**src/rtl/counter_pkg.sv**
```systemverilog
// Shared constants for the up/down counter family: direction encodings and clock digit moduli.
// Latency: none (declarations only).
// Backpressure: none (declarations only).
package counter_pkg;

    localparam logic DIR_UP   = 1'b1;
    localparam logic DIR_DOWN = 1'b0;

    localparam int MOD_SEC_LO = 10;
    localparam int MOD_SEC_HI = 6;
    localparam int MOD_HOUR   = 24;

    // A modulus is usable only if it spans at least two states and fits in the counter width.
    function automatic bit modulus_ok(input int width, input int modulus);
        return (modulus >= 2) && (modulus <= (1 << width));
    endfunction

endpackage

```
**src/rtl/counter_tc_detect.sv**
```systemverilog
// Direction-qualified terminal detect: at_max when counting up at MODULUS-1, at_min when counting down at 0.
// Latency: purely combinational.
// Backpressure: none; no flow control.
module counter_tc_detect
    import counter_pkg::*;
#(
    parameter int WIDTH   = 4,
    parameter int MODULUS = 16
) (
    input  logic [WIDTH-1:0] countout,
    input  logic             up,
    output logic             at_max,
    output logic             at_min
);

    localparam logic [WIDTH-1:0] MAX_VAL = WIDTH'(MODULUS - 1);

    assign at_max = (up == DIR_UP)   && (countout == MAX_VAL);
    assign at_min = (up == DIR_DOWN) && (countout == '0);

endmodule

```
**src/rtl/mod_updown_counter.sv**
```systemverilog
// Modulo-N up/down counter with clamped synchronous load, clock enable and cascade terminal count.
// Latency: 1 cycle from loaden/clken to countout; tc is combinational; wrap is a registered 1-cycle pulse.
// Backpressure: none; tc feeds the next stage's clken so all stages advance on the same edge.
// Build option: MOD_UPDOWN_COUNTER_SATURATE_EN makes the counter saturate at its limits, with wrap and tc tied low.
module mod_updown_counter
    import counter_pkg::*;
#(
    parameter int WIDTH   = 4,
    parameter int MODULUS = 16
) (
    input  logic             clk,
    input  logic             reset,
    input  logic [WIDTH-1:0] load,
    input  logic             loaden,
    input  logic             clken,
    input  logic             up,
    output logic [WIDTH-1:0] countout,
    output logic             tc,
    output logic             wrap
);

    localparam logic [WIDTH-1:0] MAX_VAL = WIDTH'(MODULUS - 1);
    localparam logic [WIDTH:0]   MOD_EXT = (WIDTH + 1)'(MODULUS);

    // Reject a modulus that cannot be represented before anything is built.
    if (!modulus_ok(WIDTH, MODULUS)) begin : g_bad_modulus
        $fatal(1, "mod_updown_counter: MODULUS must lie in 2..2**WIDTH");
    end

    logic             at_max;
    logic             at_min;
    logic             at_term;
    logic [WIDTH-1:0] load_clamped;

    counter_tc_detect #(
        .WIDTH   (WIDTH),
        .MODULUS (MODULUS)
    ) u_tc_detect (
        .countout (countout),
        .up       (up),
        .at_max   (at_max),
        .at_min   (at_min)
    );

    assign at_term = at_max | at_min;

    // Extra top bit keeps the compare exact when MODULUS == 2**WIDTH.
    assign load_clamped = ({1'b0, load} < MOD_EXT) ? load : MAX_VAL;

`ifdef MOD_UPDOWN_COUNTER_SATURATE_EN
    assign tc = 1'b0;
`else
    // Cascade enable; suppressed while the stage is being reset or loaded so the next stage does not step.
    assign tc = clken & at_term & ~reset & ~loaden;
`endif

    // Count state: reset beats load beats enable beats hold; wrap pulses for exactly one cycle per wrap.
    always_ff @(posedge clk) begin
        if (reset) begin
            countout <= '0;
            wrap     <= 1'b0;
        end else if (loaden) begin
            countout <= load_clamped;
            wrap     <= 1'b0;
        end else if (clken) begin
            if (at_term) begin
`ifdef MOD_UPDOWN_COUNTER_SATURATE_EN
                countout <= countout;
                wrap     <= 1'b0;
`else
                countout <= (up == DIR_UP) ? '0 : MAX_VAL;
                wrap     <= 1'b1;
`endif
            end else begin
                countout <= (up == DIR_UP) ? countout + 1'b1 : countout - 1'b1;
                wrap     <= 1'b0;
            end
        end else begin
            wrap <= 1'b0;
        end
    end

endmodule

```
**config.mk**
```make
export PLATFORM = sky130hd
export DESIGN_NAME = mod_updown_counter
export DESIGN_NICKNAME = d
export VERILOG_FILES = /design/src/rtl/counter_pkg.sv /design/src/rtl/counter_tc_detect.sv /design/src/rtl/mod_updown_counter.sv
export SDC_FILE = /design/constraint.sdc
export NUM_CORES = 1
export LEC_CHECK = 0
export BUFFER_PORTS_ARGS = -buffer_cell sky130_fd_sc_hd__buf_2
export CORE_AREA = 5 5 42 44
export DETAILED_ROUTE_END_ITERATION = 16
export DIE_AREA = 0 0 47 49
export HOLD_SLACK_MARGIN = 0.03
export PLACE_DENSITY = 0.49
export SYNTH_ARGS = -nofsm -noshare
export SYNTH_HDL_FRONTEND = slang
export SYNTH_SLANG_ARGS = --single-unit
```
**constraint.sdc**
```tcl
create_clock -name clk -period 1.6 [get_ports clk]
set_input_delay 0.4 -clock clk [delete_from_list [all_inputs] [get_ports clk]]
set_output_delay 0.4 -clock clk [all_outputs]
set_load 0.01 [all_outputs]
```
==> out/metrics.csv, run 1 <==
metric,value,unit
status,"finished, violations left",
violations,setup timing,
antenna_found_initial,0,
hpwl,736,um
row_count,14,
cts_tree,yes,
layout-drive-gt1-share,0.557,
use_met1,0.128,
initial_core_util,0.259,
core,0.00140,sq mm
grt_start_max_net_pins,9,
hp-class,in -> reg,
syn_inst,44,
clock_path_buffers,2,
die_h,49,um
post-place-ws,45.9,ps
rr_worst_depth,6,
syn2layout_area_growth,61.4,%
drv_slew,0,
busiest_layer,met2,
grt_pass1_vias,377,
groute.usage.overall,0.102,
p_switching,0.149,mW
pwr_density_cell,805,mW/mm^2
worstHoldEndpoint,countout[0],
ys.warnings.count,0,
cts.clk_slew.worst_paths,40,ps
max_freq,0.606,GHz
totalWireLength,1.01,mm
p_sw_frac,0.316,
firstDrtPassIters,2,
die_w,47,um
peakVddDrop,0.000268,V
worst_pin_slew,262,ps
io_buffers,14,
n_antenna_cell,0,
stdcell_count,86,
netlist_area,363,sq um
power_frac_seq,0.338,
clkLatencyLatePin,240,ps
routedWlPerCell,11.8,um
ios,15,
hp-start,load[0],
post-route-period-util,1.03,
use_met3,0.0111,
cts_hold_buf,0,
path_delay_family,flip-flops,
regToRegEndpoint,countout[3],
use_met2,0.143,
reg2reg_slack,160,ps
fin_worst_skew,3.15,ps
path_buf_inv,1,
ant_nets,0,
crit_arrival,1250,ps
cts.sinks,5,
power.internal,0.322,mW
pwr-share-clk,0.310,
final_cell_mix,"14 x buf_2, 9 x buf_4, 6 x nor2_1",
cpMaxStageDelayCell,dfxtp_4,
num_vias,391,
cp.required,1200,ps
root_buffer,clkbuf_4,
hold_violations,0,
grt_overflow,0,
via_per_inst,4.55,
die_area,0.00230,sq mm
final_nets,83,
layout_min_cycle_time,1650,ps
syn_avg_cell_area,8.25,sq um
end_kind,output port,
crit_type,reg -> out,
rsz0062_at_grt,yes,
r2r_start,countout[1],
power.leakage,0.284,nW
numCtsBuffers,3,
place_congestion,0.744,
drv_cap,0,
crit_path_start_kind,register,
grt_pass1_wl,1.64,mm
final_common_cell,buf_2,
slew_headroom,0.824,
setup_viol,1,
syn-num-nets,56,
cp_max_fo,3,
comb_power_share,0.352,
path_cells,nor3_4 > nand2_2 > a211oi_2 > buf_2,
synth_seq_cells,5,
hold_depth,3,
drtIter0Drc,1,
fin_ws,-50.1,ps
placed_cells,77,
slowest_delay,350,ps
remaining_drc_errors,0,
seq_area_frac_synth,0.276,
yosysUniqueCellTypes,20,
htreeDepth,1,
-- layout make-up --
class,count,area (sq um)
Tap cell,16,20.0
Fill cell,156,816
Sequential cell,5,113
Inverter,1,3.75
Multi-Input combinational cell,37,285
Timing Repair Buffer,23,138
Clock buffer,4,26.3
-- registers in the layout, summed over array words and instances (netlist names) --
name,cells
wrap,1
countout,4
-- power groups by stage --
stage               clock [mW]  sequential (mW)  combinational (mW)
floorplan                    0            0.159              0.0769
global placement             0            0.157               0.128
detailed placement           0            0.157               0.127
CTS                      0.155            0.155               0.152
global route             0.163            0.162               0.183
finish                   0.146            0.159               0.166
-- per-stage QoR --
step	power [mW]	hold WS, ps	utilization	TNS [ps]	area (sq um)
floorplan	0.236	472	-	0	363
global placement	0.284	607	0.341	0	478
detailed placement	0.284	616	0.341	0	478
CTS	0.462	384	0.401	-38.1	562
global route	0.508	411	0.418	-114	586
finish	0.471	391	0.418	-50.1	586
-- synthesized netlist by cell type --
library cell	number	share of area
nand3_2	1	0.028
nand2b_4	1	0.038
a21oi_2	1	0.024
xor2_1	2	0.048
a211oi_1	4	0.083
nand2_1	4	0.041
ha_1	2	0.069
xnor2_1	2	0.048
nand2b_1	1	0.017
nor2_1	7	0.072
nor3_1	3	0.041
inv_1	1	0.010
nor2b_1	1	0.017
o21ai_2	1	0.024
a21o_1	1	0.021
and3_1	1	0.017
buf_2	1	0.014
fa_1	1	0.055
dfxtp_1	5	0.28
a21oi_1	4	0.055
-- logic make-up after synthesis --
family                     count (synthesis)  synth area share
and+or+nand+nor                           19             0.272
buffers and inverters                      2            0.0241
adders and majority gates                  3             0.124
DFF                                        5             0.276
AOI/OAI and AO/OA                         11             0.207
xor gates and xnor gates                   4            0.0966
-- worst max path at each step --
stage	from	endpoint	slack [ps]	cells after the start
2_1_floorplan	countout[1]	tc	70	3
3_3_place_gp	up	countout[3]	50	7
3_5_place_dp	up	countout[3]	50	7
4_1_cts	countout[1]	tc	-40	4
5_1_grt	countout[3]	tc	-110	4
6_report	countout[3]	tc	-50	4
-- repair_timing --
item,4_1_cts,5_1_grt
pin swaps,2,1
buffers inserted,4,1
resized for setup,10,4
setup endpoints to repair,1,1
-- per-layer routing --
metal  routed length [um]  vias to the layer above
met3                   45                        2
met5                    0                        -
met2                  497                        9
met4                   27                        0
li1                     -                      206
met1                  442                      174
-- tightest hold or removal path, delay by kind of cell --
family | cells | cell delay [ps]
buffers and inverters | 1 | 70
and+or+nand+nor | 1 | 70
AOI/OAI and AO/OA | 1 | 50
Note: power is estimated with default switching activity, not from simulation.
==> inputs of run 2 (changes only) <==
--- a/config.mk
+++ b/config.mk
@@ -5,10 +5,11 @@
 export SDC_FILE = /design/constraint.sdc
 export NUM_CORES = 1
 export LEC_CHECK = 0
+export ABC_AREA = 1
 export BUFFER_PORTS_ARGS = -buffer_cell sky130_fd_sc_hd__buf_2
-export CORE_AREA = 5 5 42 44
+export CORE_AREA = 2 2 39 41
 export DETAILED_ROUTE_END_ITERATION = 16
-export DIE_AREA = 0 0 47 49
+export DIE_AREA = 0 0 41 43
 export HOLD_SLACK_MARGIN = 0.03
 export PLACE_DENSITY = 0.49
 export SYNTH_ARGS = -nofsm -noshare
==> run 2 against run 1 <==
Worst setup slack gained 130 ps; clock skew is 0.62 ps higher; global-route usage grew 2.7 points; the run now ends clean; non-clock buffer count shrank 2; area after synthesis increased by 0.69%; final cell count up 9.3%; synthesized cell count rose by 23%; sequential power shrank 3%; largest power group is now sequential cells; hold slack worse by 70 ps.
==> out/metrics.csv, run 2 <==
metric,value,unit,change
cts.sinks,5,,unchanged
peakVddDrop,0.000325,V,was 0.000268 V
post-place-ws,29.0,ps,was 45.9 ps
cp.required,1200,ps,about the same
grt_pass1_wl,1.52,mm,was 1.64 mm
die_h,43,um,was 49 um
synth.top_cell.area_share,0.274,,was 0.276
synth_edf_count,0,,unchanged
htreeDepth,1,,unchanged
fin_worst_skew,3.77,ps,was 3.15 ps
final_cell_mix,"14 x nand2_1, 14 x buf_2, 7 x buf_4",,"was 14 x buf_2, 9 x buf_4, 6 x nor2_1"
clkLatencyLatePin,240,ps,about the same
num_vias,422,,was 391
final_nets,91,,was 83
place_congestion,0.766,,was 0.744
max_freq,0.658,GHz,was 0.606 GHz
n_fill_cell,156,,unchanged
setup_viol,0,,was 1
drv_slew,0,,unchanged
crit_type,reg -> out,,unchanged
rsz0062_at_grt,yes,,unchanged
drtIter0Drc,9,,was 1
row_count,14,,unchanged
ant_nets,0,,unchanged
synth_seq_cells,5,,unchanged
n_antenna_cell,0,,unchanged
post-route-period-util,0.949,,was 1.03
ios,15,,unchanged
design_power_total,0.435,mW,was 0.471 mW
hpwl,691,um,was 736 um
largest_register_ffs,4,,unchanged
cts.clk_slew.worst_paths,50,ps,was 40 ps
synthArstFlopShare,0,,unchanged
cp_max_fo,5,,was 3
synth_top_cell_by_area,dfxtp_1,,unchanged
power.leakage,0.296,nW,was 0.284 nW
largestRegisters,"countout (4), wrap (1)",,unchanged
grt_start_max_net_pins,8,,was 9
syn-num-nets,66,,was 56
end_kind,output port,,unchanged
syn_avg_cell_area,6.77,sq um,was 8.25 sq um
seq_area_frac_synth,0.274,,was 0.276
synth_flop_cell,dfxtp_1,,unchanged
initial_core_util,0.264,,was 0.259
via_per_inst,4.49,,was 4.55
crit_path_start_kind,register,,unchanged
hp-class,in -> reg,,unchanged
crit_arrival,1120,ps,was 1250 ps
design_area,544,sq um,was 586 sq um
synth_area_leaders,"dfxtp_1 27%, nand2_1 14%, ha_1 6.8%",,"was dfxtp_1 28%, a211oi_1 8.3%, nor2_1 7.2%"
fin_ws,81.1,ps,was -50.1 ps
die_area,0.00176,sq mm,was 0.00230 sq mm
ys.warnings.count,0,,unchanged
hold_violations,0,,unchanged
yosys-top-cells-count,"14 x nand2_1, 6 x inv_1, 5 x dfxtp_1, 4 x nor2_1",,"was 7 x nor2_1, 5 x dfxtp_1, 4 x a211oi_1, 4 x a21oi_1, 4 x nand2_1"
numCtsBuffers,3,,unchanged
worst_pin_slew,221,ps,was 262 ps
routedWlPerCell,9.69,um,was 11.8 um
yosysUniqueCellTypes,20,,unchanged
core,0.00138,sq mm,was 0.00140 sq mm
layout-drive-gt1-share,0.410,,was 0.557
die_w,41,um,was 47 um
syn_inst,54,,was 44
io_buffers,14,,unchanged
totalWireLength,911,um,was 1.01 mm
remaining_drc_errors,0,,unchanged
groute.usage.overall,0.129,,was 0.102
grt_pass1_vias,363,,was 377
drv_cap,0,,unchanged
layout_min_cycle_time,1520,ps,was 1650 ps
root_buffer,clkbuf_4,,unchanged
firstDrtPassIters,4,,was 2
pwr_density_cell,799,mW/mm^2,was 805 mW/mm^2
yosysMostFrequentCell,nand2_1,,was nor2_1
syn2layout_area_growth,49.0,%,was 61.4%
top_register,countout,,unchanged
slew_headroom,0.852,,was 0.824
dpl_cell_area,480,sq um,was 478 sq um
cts_tree,yes,,unchanged
netlist_area,365,sq um,was 363 sq um
grt_overflow,0,,unchanged
status,"finished, final reports clean",,"was finished, violations left"
antenna_found_initial,0,,unchanged
clock_path_buffers,2,,unchanged
-- run 2: worst paths after layout --
| check | endpoint | cells past startpoint | slack (ps) | start |
|---|---|---|---|---|
| min | countout[3] | 2 | 320 | reset |
| max | tc | 4 | 80 | countout[0] |
| max reg2reg | countout[2] | 5 | 250 | countout[0] |
| min reg2reg | countout[3] | 2 | 500 | countout[3] |
-- run 2: power by group --
part / total [mW] / internal [mW] / leakage, nW / switching (mW)
registers: 0.154 / 0.137 / 0.0431 / 0.0163
clock network: 0.149 / 0.0945 / 0.0150 / 0.0550
logic: 0.132 / 0.0640 / 0.238 / 0.0675
-- run 2: kinds of logic after synthesis --
| group | count (synthesis) | share of synthesized area |
|---|---|---|
| flops | 5 | 0.274 |
| xor+xnor | 1 | 0.0240 |
| buf+inv | 9 | 0.0959 |
| compound gates | 10 | 0.175 |
| simple gates | 26 | 0.308 |
| fa+ha+maj | 3 | 0.123 |
-- run 2: critical path, cell delays in order (launching register included) --
cell and delay, ps:
dfxtp_4 350, nor3_2 170, nand2_1 100, a21oi_1 120
buf_2 140
-- run 2: layer usage --
metal	GRT usage	up-vias	share of wire
li1	-	228	-
met1	0.191	180	0.50
met5	0	-	0
met4	0.0600	0	0
met2	0.159	14	0.42
met3	0.0471	0	0.077
-- run 2: per-stage QoR --
stage | TNS [ps] | std cells | hold slack [ps] | utilization
3_3_place_gp | 0 | 87 | 522 | 0.347
4_1_cts | 0 | 91 | 320 | 0.367
5_1_grt | -11.2 | 94 | 306 | 0.393
3_5_place_dp | 0 | 87 | 528 | 0.347
6_report | 0 | 94 | 320 | 0.393
2_1_floorplan | 0 | 54 | 462 | -
-- run 2: layout make-up --
cell class / count / area (sq um) / share of cell area
tap: 16 / 20.0 / 0.0368
timing repair buffer: 21 / 123 / 0.225
multi-input combinational: 40 / 235 / 0.432
clock buffer: 4 / 26.3 / 0.0483
inverter: 8 / 30.0 / 0.0552
sequential: 5 / 110 / 0.202
-- run 2: repair_timing --
| item | in CTS | in global routing |
|---|---|---|
| endpoints found under the setup margin | 1 | 1 |
| buffers inserted | 0 | 3 |
| hold buffers | 0 | 0 |
| resized for setup | 1 | 6 |
| pin swaps | 0 | 3 |
